`src/rtl/instr_control.sv`:
```
// instr_control: multi-cycle decode/control stage driving register-file addresses and ALU controls.
// Optional illegal-opcode trap (HALT state, ERROR port) enabled by defining ILLEGAL_OP_TRAP_EN.
module instr_control (
  input  logic        CLK,
  input  logic        RESET,
  input  logic [31:0] INSTRUCTION,
  input  logic        INSTR_VALID,
  output logic        INSTR_READY,
  output logic [2:0]  INADDRESS,
  output logic [2:0]  OUT1ADDRESS,
  output logic [2:0]  OUT2ADDRESS,
  output logic        WRITE,
  output logic [7:0]  IMMEDIATE,
  output logic        IMMSEL,
  output logic        NEGSEL,
  output logic [2:0]  ALUOP,
  output logic [15:0] INSTR_COUNT
`ifdef ILLEGAL_OP_TRAP_EN
  ,
  output logic        ERROR
`endif
);

  localparam int unsigned CNT_W = 16;
  localparam logic [2:0] ST_IDLE   = 3'd0;
  localparam logic [2:0] ST_DECODE = 3'd1;
  localparam logic [2:0] ST_EXEC   = 3'd2;
  localparam logic [2:0] ST_WB     = 3'd3;
`ifdef ILLEGAL_OP_TRAP_EN
  localparam logic [2:0] ST_HALT   = 3'd4;
`endif

  logic [2:0]       state_q, state_d;
  logic             accept_c;
  logic             ready_c;
  logic             legal_q;
  logic             dec_legal_c, dec_immsel_c, dec_negsel_c;
  logic [2:0]       dec_aluop_c;
  logic [CNT_W-1:0] count_q;
  logic             write_q;
  logic             unused_bits;

  assign unused_bits = ^{INSTRUCTION[23:19], INSTRUCTION[15:11]};

  // Opcode decode of the incoming word; the result is captured together with the IR fields.
  always_comb begin
    dec_legal_c  = 1'b1;
    dec_immsel_c = 1'b0;
    dec_negsel_c = 1'b0;
    dec_aluop_c  = 3'b000;
    case (INSTRUCTION[31:24])
      8'h00: dec_immsel_c = 1'b1;
      8'h01: dec_aluop_c  = 3'b000;
      8'h02: dec_aluop_c  = 3'b001;
      8'h03: begin
        dec_aluop_c  = 3'b001;
        dec_negsel_c = 1'b1;
      end
      8'h04: dec_aluop_c  = 3'b010;
      8'h05: dec_aluop_c  = 3'b011;
      default: dec_legal_c = 1'b0;
    endcase
  end

  // Next-state logic; WB doubles as an accept slot so back-to-back instructions take 3 cycles.
  always_comb begin
    state_d  = state_q;
    accept_c = 1'b0;
    ready_c  = 1'b0;
    case (state_q)
      ST_IDLE: begin
        ready_c = 1'b1;
        if (INSTR_VALID) begin
          accept_c = 1'b1;
          state_d  = ST_DECODE;
        end
      end
      ST_DECODE: begin
`ifdef ILLEGAL_OP_TRAP_EN
        state_d = legal_q ? ST_EXEC : ST_HALT;
`else
        state_d = ST_EXEC;
`endif
      end
      ST_EXEC: state_d = ST_WB;
      ST_WB: begin
        ready_c = 1'b1;
        if (INSTR_VALID) begin
          accept_c = 1'b1;
          state_d  = ST_DECODE;
        end else begin
          state_d = ST_IDLE;
        end
      end
`ifdef ILLEGAL_OP_TRAP_EN
      ST_HALT: state_d = ST_HALT;
`endif
      default: state_d = ST_IDLE;
    endcase
  end

  always_ff @(posedge CLK) begin
    if (RESET) state_q <= ST_IDLE;
    else       state_q <= state_d;
  end

  // IR fields and decoded controls change only on the accepting edge.
  always_ff @(posedge CLK) begin
    if (RESET) begin
      INADDRESS   <= 3'd0;
      OUT1ADDRESS <= 3'd0;
      OUT2ADDRESS <= 3'd0;
      IMMEDIATE   <= 8'd0;
      IMMSEL      <= 1'b0;
      NEGSEL      <= 1'b0;
      ALUOP       <= 3'b000;
      legal_q     <= 1'b0;
    end else if (accept_c) begin
      INADDRESS   <= INSTRUCTION[18:16];
      OUT1ADDRESS <= INSTRUCTION[10:8];
      OUT2ADDRESS <= INSTRUCTION[2:0];
      IMMEDIATE   <= INSTRUCTION[7:0];
      IMMSEL      <= dec_immsel_c;
      NEGSEL      <= dec_negsel_c;
      ALUOP       <= dec_aluop_c;
      legal_q     <= dec_legal_c;
    end
  end

  // Write pulse covers exactly the WB cycle of a legal instruction; retirement counted as WB ends.
  always_ff @(posedge CLK) begin
    if (RESET) begin
      write_q <= 1'b0;
      count_q <= '0;
    end else begin
      write_q <= (state_d == ST_WB) && legal_q;
      if (state_q == ST_WB) count_q <= count_q + CNT_W'(1);
    end
  end

`ifdef ILLEGAL_OP_TRAP_EN
  always_ff @(posedge CLK) begin
    if (RESET)                                          ERROR <= 1'b0;
    else if (state_q == ST_DECODE && state_d == ST_HALT) ERROR <= 1'b1;
  end
`endif

  assign WRITE       = write_q;
  assign INSTR_COUNT = count_q;
  assign INSTR_READY = ready_c & ~RESET;

endmodule

```
`config.mk`:
```
export PLATFORM = sky130hd
export DESIGN_NAME = instr_control
export DESIGN_NICKNAME = d
export VERILOG_FILES = /design/src/rtl/instr_control.sv
export SDC_FILE = /design/constraint.sdc
export NUM_CORES = 1
export LEC_CHECK = 0
export BUFFER_PORTS_ARGS = -buffer_cell sky130_fd_sc_hd__buf_4
export CAP_MARGIN = 20
export CORE_ASPECT_RATIO = 1.5
export CORE_UTILIZATION = 45
export CTS_BUF_LIST = sky130_fd_sc_hd__clkbuf_4 sky130_fd_sc_hd__clkbuf_8
export DETAILED_ROUTE_END_ITERATION = 16
export GPL_ROUTABILITY_DRIVEN = 0
export PLACE_DENSITY = 0.74
export SETUP_SLACK_MARGIN = 0.15
export SLEW_MARGIN = 20
export SYNTH_ARGS = -nofsm -noshare
export SYNTH_HDL_FRONTEND = slang
export SYNTH_SLANG_ARGS = --single-unit
```
`constraint.sdc`:
```
create_clock -name CLK -period 1.6 [get_ports CLK]
set_input_delay 0.16 -clock CLK [delete_from_list [all_inputs] [get_ports CLK]]
set_output_delay 0.16 -clock CLK [all_outputs]
set_load 0.01 [all_outputs]
```
==> flow_summary.json, run 1 <==
{
  "die_w_um": 51.2,
  "drt_iter0_drc": 41,
  "routed_wl_um": 3950,
  "multi_input_area_um2": 833,
  "hpwl_um": 2740,
  "ant_nets": 0,
  "syn_area_um2": 1630,
  "synth_cell_types": 35,
  "cp.arrival_ps": 1710,
  "synth-seq-cells": 39,
  "rows": 26,
  "io_pins": 75,
  "wire_per_inst_um": 12.9,
  "vias": 1605,
  "status": "finished clean",
  "syn_avg_cell_area_um2": 8.68,
  "cts_tree": "done",
  "core_area_um2": 3450,
  "drive_gt1_frac": 0.415,
  "fillerInstances": 302,
  "hold_path_class": "input port to register",
  "regArea_um2": 802,
  "die_h_um": 75.7,
  "first_pass_iters": 4,
  "overflow": 0,
  "antenna_cells": 0,
  "yosys_warnings": 0,
  "path_clk_slew_ps": 80,
  "yosysTopAreaCell": "dfxtp_1",
  "initial_core_util": 0.473,
  "p_leak_nw": 1.05,
  "synth_edf_count": 0,
  "synth_common_cells": "dfxtp_1 (39), nand2_1 (39), a21oi_1 (22)",
  "root_buffer": "clkbuf_8",
  "yosysSeqAreaShare": 0.479,
  "cp.required_ps": 1820,
  "slew_violations": 0,
  "nets": 300,
  "grt_pass1_vias": 1497,
  "power_density_nw_per_um2": 818,
  "async_flop_share": 0,
  "grt_pass1_wl_um": 6210,
  "rsz0062_at_grt": "yes",
  "ctsHoldBuffers": 0,
  "synth_cells": 188,
  "drc": 0,
  "clockBufferDepth": 2,
  "critPathMaxFanout": 5,
  "synth_top_area_frac": 0.479,
  "vdd_ir_drop_max_mv": 1.00,
  "min_period_ps": 1480,
  "grt_max_degree": 41,
  "crit_path_end_kind": "register",
  "grt_usage": 0.213,
  "area_delta_synth_final_pct": 47.8,
  "hold_violations": 0,
  "clk_latency_ps": 290,
  "startpoint_type": "register",
  "port_buffers": 63,
  "antenna_found_initial": 0,
  "final_core_util": 0.699,
  "clock-sinks": 39,
  "fin_crit_sh": 0.927,
  "vias_per_cell": 5.23,
  "worstSetupPathType": "register to register",
  "finalClockSkew_ps": 7.94,
  "setup_viol": 0,
  "clock.fmax_ghz": 0.674,
  "cts_inserted_buffers": 5,
  "synth_area_leaders": "dfxtp_1 (48%), nand2_1 (9.0%), a21oi_1 (6.7%)",
  "max-cap-violations": 0,
  "dieArea_um2": 3880,
  "ys.flop_type": "dfxtp_1",
  "setup_tns_ps": 0,
  "htree_levels": 2
}
==> where the power goes <==
part	internal, mW	total, mW	leakage, nW	switching (mW)
sequential	0.984	0.998	0.322	0.0140
combinational	0.0949	0.179	0.674	0.0842
clock	0.456	0.795	0.0556	0.339
==> state kept, by name, indices dropped and copies added (netlist names) <==
register	flops
ALUOP	2
IMMEDIATE	6
IMMSEL	1
INADDRESS	3
INSTR_COUNT	16
NEGSEL	1
OUT1ADDRESS	3
OUT2ADDRESS	2
WRITE	1
legal_q	1
state_q	3
==> final timing paths <==
kind / startpoint / end / slack [ps] / cells past startpoint
setup / recovery: INSTR_COUNT[7]$_SDFFE_PP0N_ / INSTR_COUNT[13]$_SDFFE_PP0N_ / 120 / 4
setup reg to reg: INSTR_COUNT[7]$_SDFFE_PP0N_ / INSTR_COUNT[13]$_SDFFE_PP0N_ / 120 / 4
hold / removal: INSTRUCTION[24] / IMMSEL$_SDFFE_PP0P_ / 70 / 2
hold reg to reg: ALUOP[0]$_SDFFE_PP0P_ / ALUOP[0]$_SDFFE_PP0P_ / 450 / 2
==> critical path: stages, from the launching register on <==
cell and delay [ps]:
dfxtp_2 340, and4_4 230, nand4_1 190, or4_4 540, a21oi_2 120
==> final cells by class <==
type / count / share of cell area
Clock buffer: 5 / 0.0285
Clock inverter: 3 / 0.0161
Inverter: 2 / 0.00311
Multi-Input combinational cell: 136 / 0.346
Sequential cell: 39 / 0.333
Tap cell: 42 / 0.0218
Timing Repair Buffer: 80 / 0.252
==> cell families after synthesis <==
family	share of synthesized area
simple gates	0.281
other cells	0.00230
xor+xnor	0.0644
fa+ha+maj	0.0138
mux	0.0123
compound gates	0.0959
flops	0.479
buf+inv	0.0521
==> metal layers <==
metal / wire length (µm) / track usage
met1: 1520 / 0.212
met2: 2210 / 0.420
met3: 181 / 0.0619
met4: 43 / 0.0648
met5: 0 / 0
==> metrics by stage <==
stage | cell area [µm²] | hold slack, ps | instances | power [mW] | worst slack [ps]
after floorplan | 1660 | 261 | 189 | 1.11 | 144
after global placement | 2200 | 368 | 294 | 1.20 | 108
final | 2410 | 74.2 | 307 | 1.97 | 116
after global routing | 2410 | 69.4 | 307 | 2.06 | 18.3
after detailed placement | 2200 | 386 | 294 | 1.20 | 99.2
after CTS | 2330 | 69.1 | 303 | 1.98 | 154
==> repair_timing <==
item | 4_1_cts | 5_1_grt
setup buffers | 1 | 4
endpoints found under the setup margin | 4 | 9
resized for setup | 4 | 13
pin swaps | 4 | 7
==> layout by cell type, fill, tap and decap left out, types with 4 or more instances in the layout <==
cell type  count
nor2_1        14
xor2_1         6
nand2_1       39
xnor2_1        6
clkbuf_8       5
nand4_1        6
dfxtp_1       30
dfxtp_4        4
a21oi_1       21
nand3_1        5
buf_4         78
dfxtp_2        5
No activity file was read; power rests on OpenSTA's default activity.
==> run 2, diff against run 1 <==
--- a/config.mk
+++ b/config.mk
@@ -7,7 +7,7 @@
 export LEC_CHECK = 0
 export BUFFER_PORTS_ARGS = -buffer_cell sky130_fd_sc_hd__buf_4
 export CAP_MARGIN = 20
-export CORE_ASPECT_RATIO = 1.5
+export CORE_ASPECT_RATIO = 0.7
 export CORE_UTILIZATION = 45
 export CTS_BUF_LIST = sky130_fd_sc_hd__clkbuf_4 sky130_fd_sc_hd__clkbuf_8
 export DETAILED_ROUTE_END_ITERATION = 16
==> run 2 against run 1 <==
Against the previous run:
- clock power is 19% lower
- sequential power hardly changed
- register-to-register slack better by 50 ps
- largest power group unchanged
- first-iteration DRC count is 68% higher
- final cell count is 2.6% higher
- combinational power is 8% higher
- highest routed layer unchanged
- maximum frequency is 3.5% higher
- worst hold slack better by 3.6 ps
==> flow_summary.json, run 2 (synthesis gave the netlist of run 1 again) <==
{
  "r2r_start": "state_q[1]$_SDFF_PP0_",
  "cp.required_ps": 1820,
  "die_w_um": 74.0,
  "grt_max_degree": 41,
  "p_sw_frac": 0.223,
  "drive_gt1_frac": 0.410,
  "root_buffer": "clkbuf_8",
  "nets": 304,
  "worstSetupPathType": "register to register",
  "drc": 0,
  "fin_crit_sh": 0.896,
  "hp-start": "INSTRUCTION[24]",
  "rows": 17,
  "critPathLaunch": "state_q[1]$_SDFF_PP0_",
  "startpoint_type": "register",
  "reg2reg_to": "INSTR_COUNT[15]$_SDFFE_PP0N_",
  "routed_wl_um": 3730,
  "p_comb_frac": 0.105,
  "path_clk_slew_ps": 70,
  "final_cell_mix": "buf_4 (82), nand2_1 (39), dfxtp_1 (30), a21oi_1 (21), nor2_1 (14)",
  "grt_pass1_wl_um": 5980,
  "critPathMaxFanout": 6,
  "power_mw": 1.83,
  "grt_usage": 0.205,
  "clock.fmax_ghz": 0.698,
  "p_leak_nw": 1.05,
  "ant_nets": 0,
  "slowest_stage": "or4_1",
  "path_cells": "and3b_1 -> nand2_4 -> or4_1 -> a21oi_2",
  "overflow": 0,
  "power_switching_mw": 0.410,
  "clock-sinks": 39,
  "die_h_um": 52.4,
  "port_buffers": 63,
  "setup_viol": 0,
  "power_density_nw_per_um2": 756,
  "p_int_mw": 1.42,
  "largest_reg_flops": 16,
  "whs_endpoint": "IMMSEL$_SDFFE_PP0P_",
  "wire_per_inst_um": 11.8,
  "crit_path_end_kind": "register",
  "r2r_setup_slack_ps": 170,
  "mostFrequentLayoutCell": "buf_4",
  "area_delta_synth_final_pct": 48.6,
  "setup_tns_ps": 0,
  "initial_core_util": 0.495,
  "holdPathStages": 2,
  "clockBufferDepth": 2,
  "max_stage_delay_ps": 490,
  "vias": 1565,
  "first_pass_iters": 4,
  "cts_tree": "done",
  "vdd_ir_drop_max_mv": 0.424,
  "min_period_ps": 1430,
  "power_frac_seq": 0.543,
  "dieArea_um2": 3870,
  "slew_violations": 0,
  "pwr-share-clk": 0.351,
  "antenna_found_initial": 0,
  "max-cap-violations": 0,
  "status": "finished clean",
  "cts_inserted_buffers": 5,
  "rsz0062_at_grt": "yes",
  "core_area_um2": 3300,
  "hold_violations": 0,
  "reg2regPathDepth": 4,
  "clk_latency_ps": 280,
  "hpwl_um": 2500,
  "grt_pass1_vias": 1410,
  "finalClockSkew_ps": 5.76,
  "hold_path_class": "input port to register",
  "io_pins": 75,
  "htree_levels": 2,
  "cp.arrival_ps": 1660,
  "drt_iter0_drc": 69,
  "antenna_cells": 0,
  "vias_per_cell": 4.97
}
==> run 2: cell types whose count changed in the layout (fill, tap and decap cells not counted), moves of 2 or more <==
| cell | change |
|---|---|
| nor3_1 | +2 |
| o31ai_2 | -2 |
| buf_4 | +4 |
| buf_6 | -2 |
| clkbuf_4 | +2 |
| buf_12 | +2 |
==> run 2: timing repair <==
| action | CTS | global route |
|---|---|---|
| resized for setup | 2 | 9 |
| setup endpoints to repair | 4 | 8 |
| pin swaps | 4 | 3 |
| buffers inserted | 3 | 6 |
| hold buffers | 0 | 0 |
==> run 2: worst max path at each step <==
stage | end | cells after the start
6_report | INSTR_COUNT[15]$_SDFFE_PP0N_ | 4
3_3_place_gp | INSTR_COUNT[14]$_SDFFE_PP0N_ | 5
5_1_grt | INSTR_COUNT[15]$_SDFFE_PP0N_ | 4
4_1_cts | INSTR_COUNT[14]$_SDFFE_PP0N_ | 5
3_5_place_dp | INSTR_COUNT[14]$_SDFFE_PP0N_ | 5
2_1_floorplan | INSTR_COUNT[14]$_SDFFE_PP0N_ | 5
==> run 2: stage by stage <==
stage	std cells	hold slack [ps]	util	setup WS (ps)	instance area (µm²)
global route	315	89.5	0.735	85.8	2420
CTS	309	74.1	0.708	102	2330
floorplan	189	261	-	144	1660
finish	315	77.9	0.735	167	2420
global placement	299	371	0.672	105	2220
detailed placement	299	378	0.672	67.4	2220
==> run 2: power groups by stage <==
stage / Combinational [mW] / Sequential, mW / Clock, mW
6_report: 0.193 / 0.997 / 0.644
3_3_place_gp: 0.180 / 1.02 / 0
3_5_place_dp: 0.182 / 1.02 / 0
5_1_grt: 0.212 / 0.998 / 0.694
4_1_cts: 0.183 / 0.998 / 0.658
2_1_floorplan: 0.0763 / 1.03 / 0
==> run 2: cell type report <==
cell class,instances,area (µm²)
clock buffers,7,83.8
fillers,256,872
inverters,2,7.51
multi-input cells,136,817
flip-flops and latches,39,802
well taps,47,58.8
repair buffers,84,656
==> run 2: layer usage <==
layer  wire length (µm)  vias to the layer above  share of wire  track usage
met5                  0                        -              0            0
met4                 30                        0         0.0080       0.0705
met3                218                        5          0.058       0.0577
met2               1640                       47           0.44        0.332
met1               1840                      711           0.49        0.262
li1                   -                      802              -            -
==> run 2: critical path, delay by kind of cell (launching register included) <==
kind	cells	cell delay, ps
AO/OA/AOI/OAI	1	120
flip-flops	1	420
AND/OR/NAND/NOR	3	830
==> run 3, diff against run 2 <==
--- a/config.mk
+++ b/config.mk
@@ -8,6 +8,7 @@
 export BUFFER_PORTS_ARGS = -buffer_cell sky130_fd_sc_hd__buf_4
 export CAP_MARGIN = 20
 export CORE_ASPECT_RATIO = 0.7
+export CORE_MARGIN = 5
 export CORE_UTILIZATION = 45
 export CTS_BUF_LIST = sky130_fd_sc_hd__clkbuf_4 sky130_fd_sc_hd__clkbuf_8
 export DETAILED_ROUTE_END_ITERATION = 16
==> run 3 against run 2 <==
Against the previous run:
- wire length up 13%
- largest cell class unchanged
- critical endpoint unchanged
- clock-buffer cell count down 2
- via count unchanged
- utilization down 4.4 points
- final cell count unchanged
- critical path depth unchanged
- sequential share of layout area down 0.10 points
- clock skew up 0.91 ps
- flip-flop and latch count unchanged
- cell area up 0.15%
- sequential power about the same
- largest power group unchanged
==> flow_summary.json, run 3 (synthesis gave the netlist of run 1 again) <==
{
  "grt_pass1_wl_um": 6580,
  "crit_path_end_kind": "register",
  "p_sw_frac": 0.228,
  "clock-sinks": 39,
  "antenna_found_initial": 0,
  "power_frac_seq": 0.498,
  "fin_crit_sh": 0.914,
  "nets": 300,
  "ctsHoldBuffers": 0,
  "vias": 1565,
  "core_area_um2": 3510,
  "final_cell_mix": "buf_4 (78), nand2_1 (38), dfxtp_1 (29), a21oi_1 (22), nor2_1 (14)",
  "reg2reg_to": "INSTR_COUNT[15]$_SDFFE_PP0N_",
  "grt_max_degree": 41,
  "routed_wl_um": 4200,
  "status": "finished clean",
  "critPathMaxFanout": 5,
  "dieArea_um2": 4950,
  "whs_endpoint": "IMMSEL$_SDFFE_PP0P_",
  "layout_setup_ws_ps": 137,
  "vias_per_cell": 4.97,
  "preCtsSetupSlack_ps": 113,
  "clock.fmax_ghz": 0.684,
  "holdPathStages": 2,
  "io_pins": 75,
  "overflow": 0,
  "r2r_setup_slack_ps": 140,
  "grt_usage": 0.176,
  "die_h_um": 60.4,
  "hold_violations": 0,
  "power_switching_mw": 0.457,
  "wire_per_inst_um": 13.3,
  "reg2regPathDepth": 4,
  "root_buffer": "clkbuf_8",
  "hpwl_um": 2880,
  "drive_gt1_frac": 0.411,
  "power_density_nw_per_um2": 827,
  "cts_tree": "done",
  "antenna_cells": 0,
  "finalClockSkew_ps": 6.66,
  "die_w_um": 82.0,
  "p_comb_frac": 0.093,
  "setup_viol": 0,
  "cp.required_ps": 1820,
  "hp-start": "INSTRUCTION[24]",
  "port_buffers": 63,
  "hold_path_class": "input port to register",
  "startpoint_type": "register",
  "drt_iter0_drc": 87,
  "initial_core_util": 0.464,
  "path_clk_slew_ps": 80,
  "worstSetupPathType": "register to register",
  "min_period_ps": 1460,
  "ant_nets": 0,
  "r2r_start": "INSTR_COUNT[6]$_SDFFE_PP0N_",
  "power_mw": 2.01,
  "p_int_mw": 1.55,
  "largest_reg_flops": 16,
  "cp.arrival_ps": 1680,
  "htree_levels": 2,
  "vdd_ir_drop_max_mv": 0.648,
  "first_pass_iters": 4,
  "setup_tns_ps": 0,
  "drc": 0,
  "pwr-share-clk": 0.409,
  "mostFrequentLayoutCell": "buf_4",
  "clk_latency_ps": 290,
  "slew_violations": 0,
  "p_leak_nw": 1.06,
  "grt_pass1_vias": 1419,
  "rows": 18,
  "clockBufferDepth": 2,
  "cts_inserted_buffers": 5,
  "rsz0062_at_grt": "yes",
  "max-cap-violations": 0,
  "area_delta_synth_final_pct": 48.8
}
## run 3: per-layer routing
metal | track usage | part of all wire
met2 | 0.289 | 0.49
met5 | 0 | 0
met4 | 0.0711 | 0.0088
met1 | 0.222 | 0.45
met3 | 0.0475 | 0.054
## run 3: cell type report
cell class | count | area (µm²)
well taps | 50 | 62.6
clock buffers | 5 | 68.8
multi-input cells | 136 | 820
repair buffers | 80 | 626
flip-flops and latches | 39 | 801
inverters | 2 | 7.51
fillers | 305 | 1080
clock inverters | 3 | 43.8
## run 3: worst max-delay path by stage
stage | from | end | slack, ps | cells past startpoint
3_5_place_dp | INSTRUCTION[29] | IMMSEL$_SDFFE_PP0P_ | 110 | 5
2_1_floorplan | INSTR_COUNT[1]$_SDFFE_PP0N_ | INSTR_COUNT[14]$_SDFFE_PP0N_ | 140 | 5
6_report | INSTR_COUNT[6]$_SDFFE_PP0N_ | INSTR_COUNT[15]$_SDFFE_PP0N_ | 140 | 4
5_1_grt | INSTR_COUNT[0]$_SDFFE_PP0N_ | INSTR_COUNT[14]$_SDFFE_PP0N_ | 70 | 6
4_1_cts | INSTR_COUNT[1]$_SDFFE_PP0N_ | INSTR_COUNT[14]$_SDFFE_PP0N_ | 130 | 5
3_3_place_gp | INSTR_COUNT[1]$_SDFFE_PP0N_ | INSTR_COUNT[14]$_SDFFE_PP0N_ | 120 | 5
## run 3: what timing repair did
| action | CTS | global route |
|---|---|---|
| pin swaps | 2 | 5 |
| buffers inserted | 2 | 7 |
| endpoints found under the setup margin | 5 | 11 |
| resized for setup | 5 | 7 |
## run 3: per-stage QoR
stage          instances  area [µm²]   util  hold slack (ps)
5_1_grt              315        2430  0.691             75.1
6_report             315        2430  0.691             73.1
3_5_place_dp         298        2190  0.624              380
3_3_place_gp         298        2190  0.624              382
2_1_floorplan        189        1660      -              261
4_1_cts              308        2330  0.664             73.2
## run 3: worst max-delay path: stages (launching register included)
cell and delay, ps:
dfxtp_2 350, and4_1 210, nand4_1 190, or4_1 510, a21oi_1 130
## run 3: power groups by stage
stage / clock network (mW) / logic, mW / registers (mW)
global route: 0.888 / 0.203 / 1.00
detailed placement: 0 / 0.178 / 1.03
global placement: 0 / 0.175 / 1.02
CTS: 0.840 / 0.179 / 1.00
finish: 0.822 / 0.186 / 1.00
floorplan: 0 / 0.0763 / 1.03
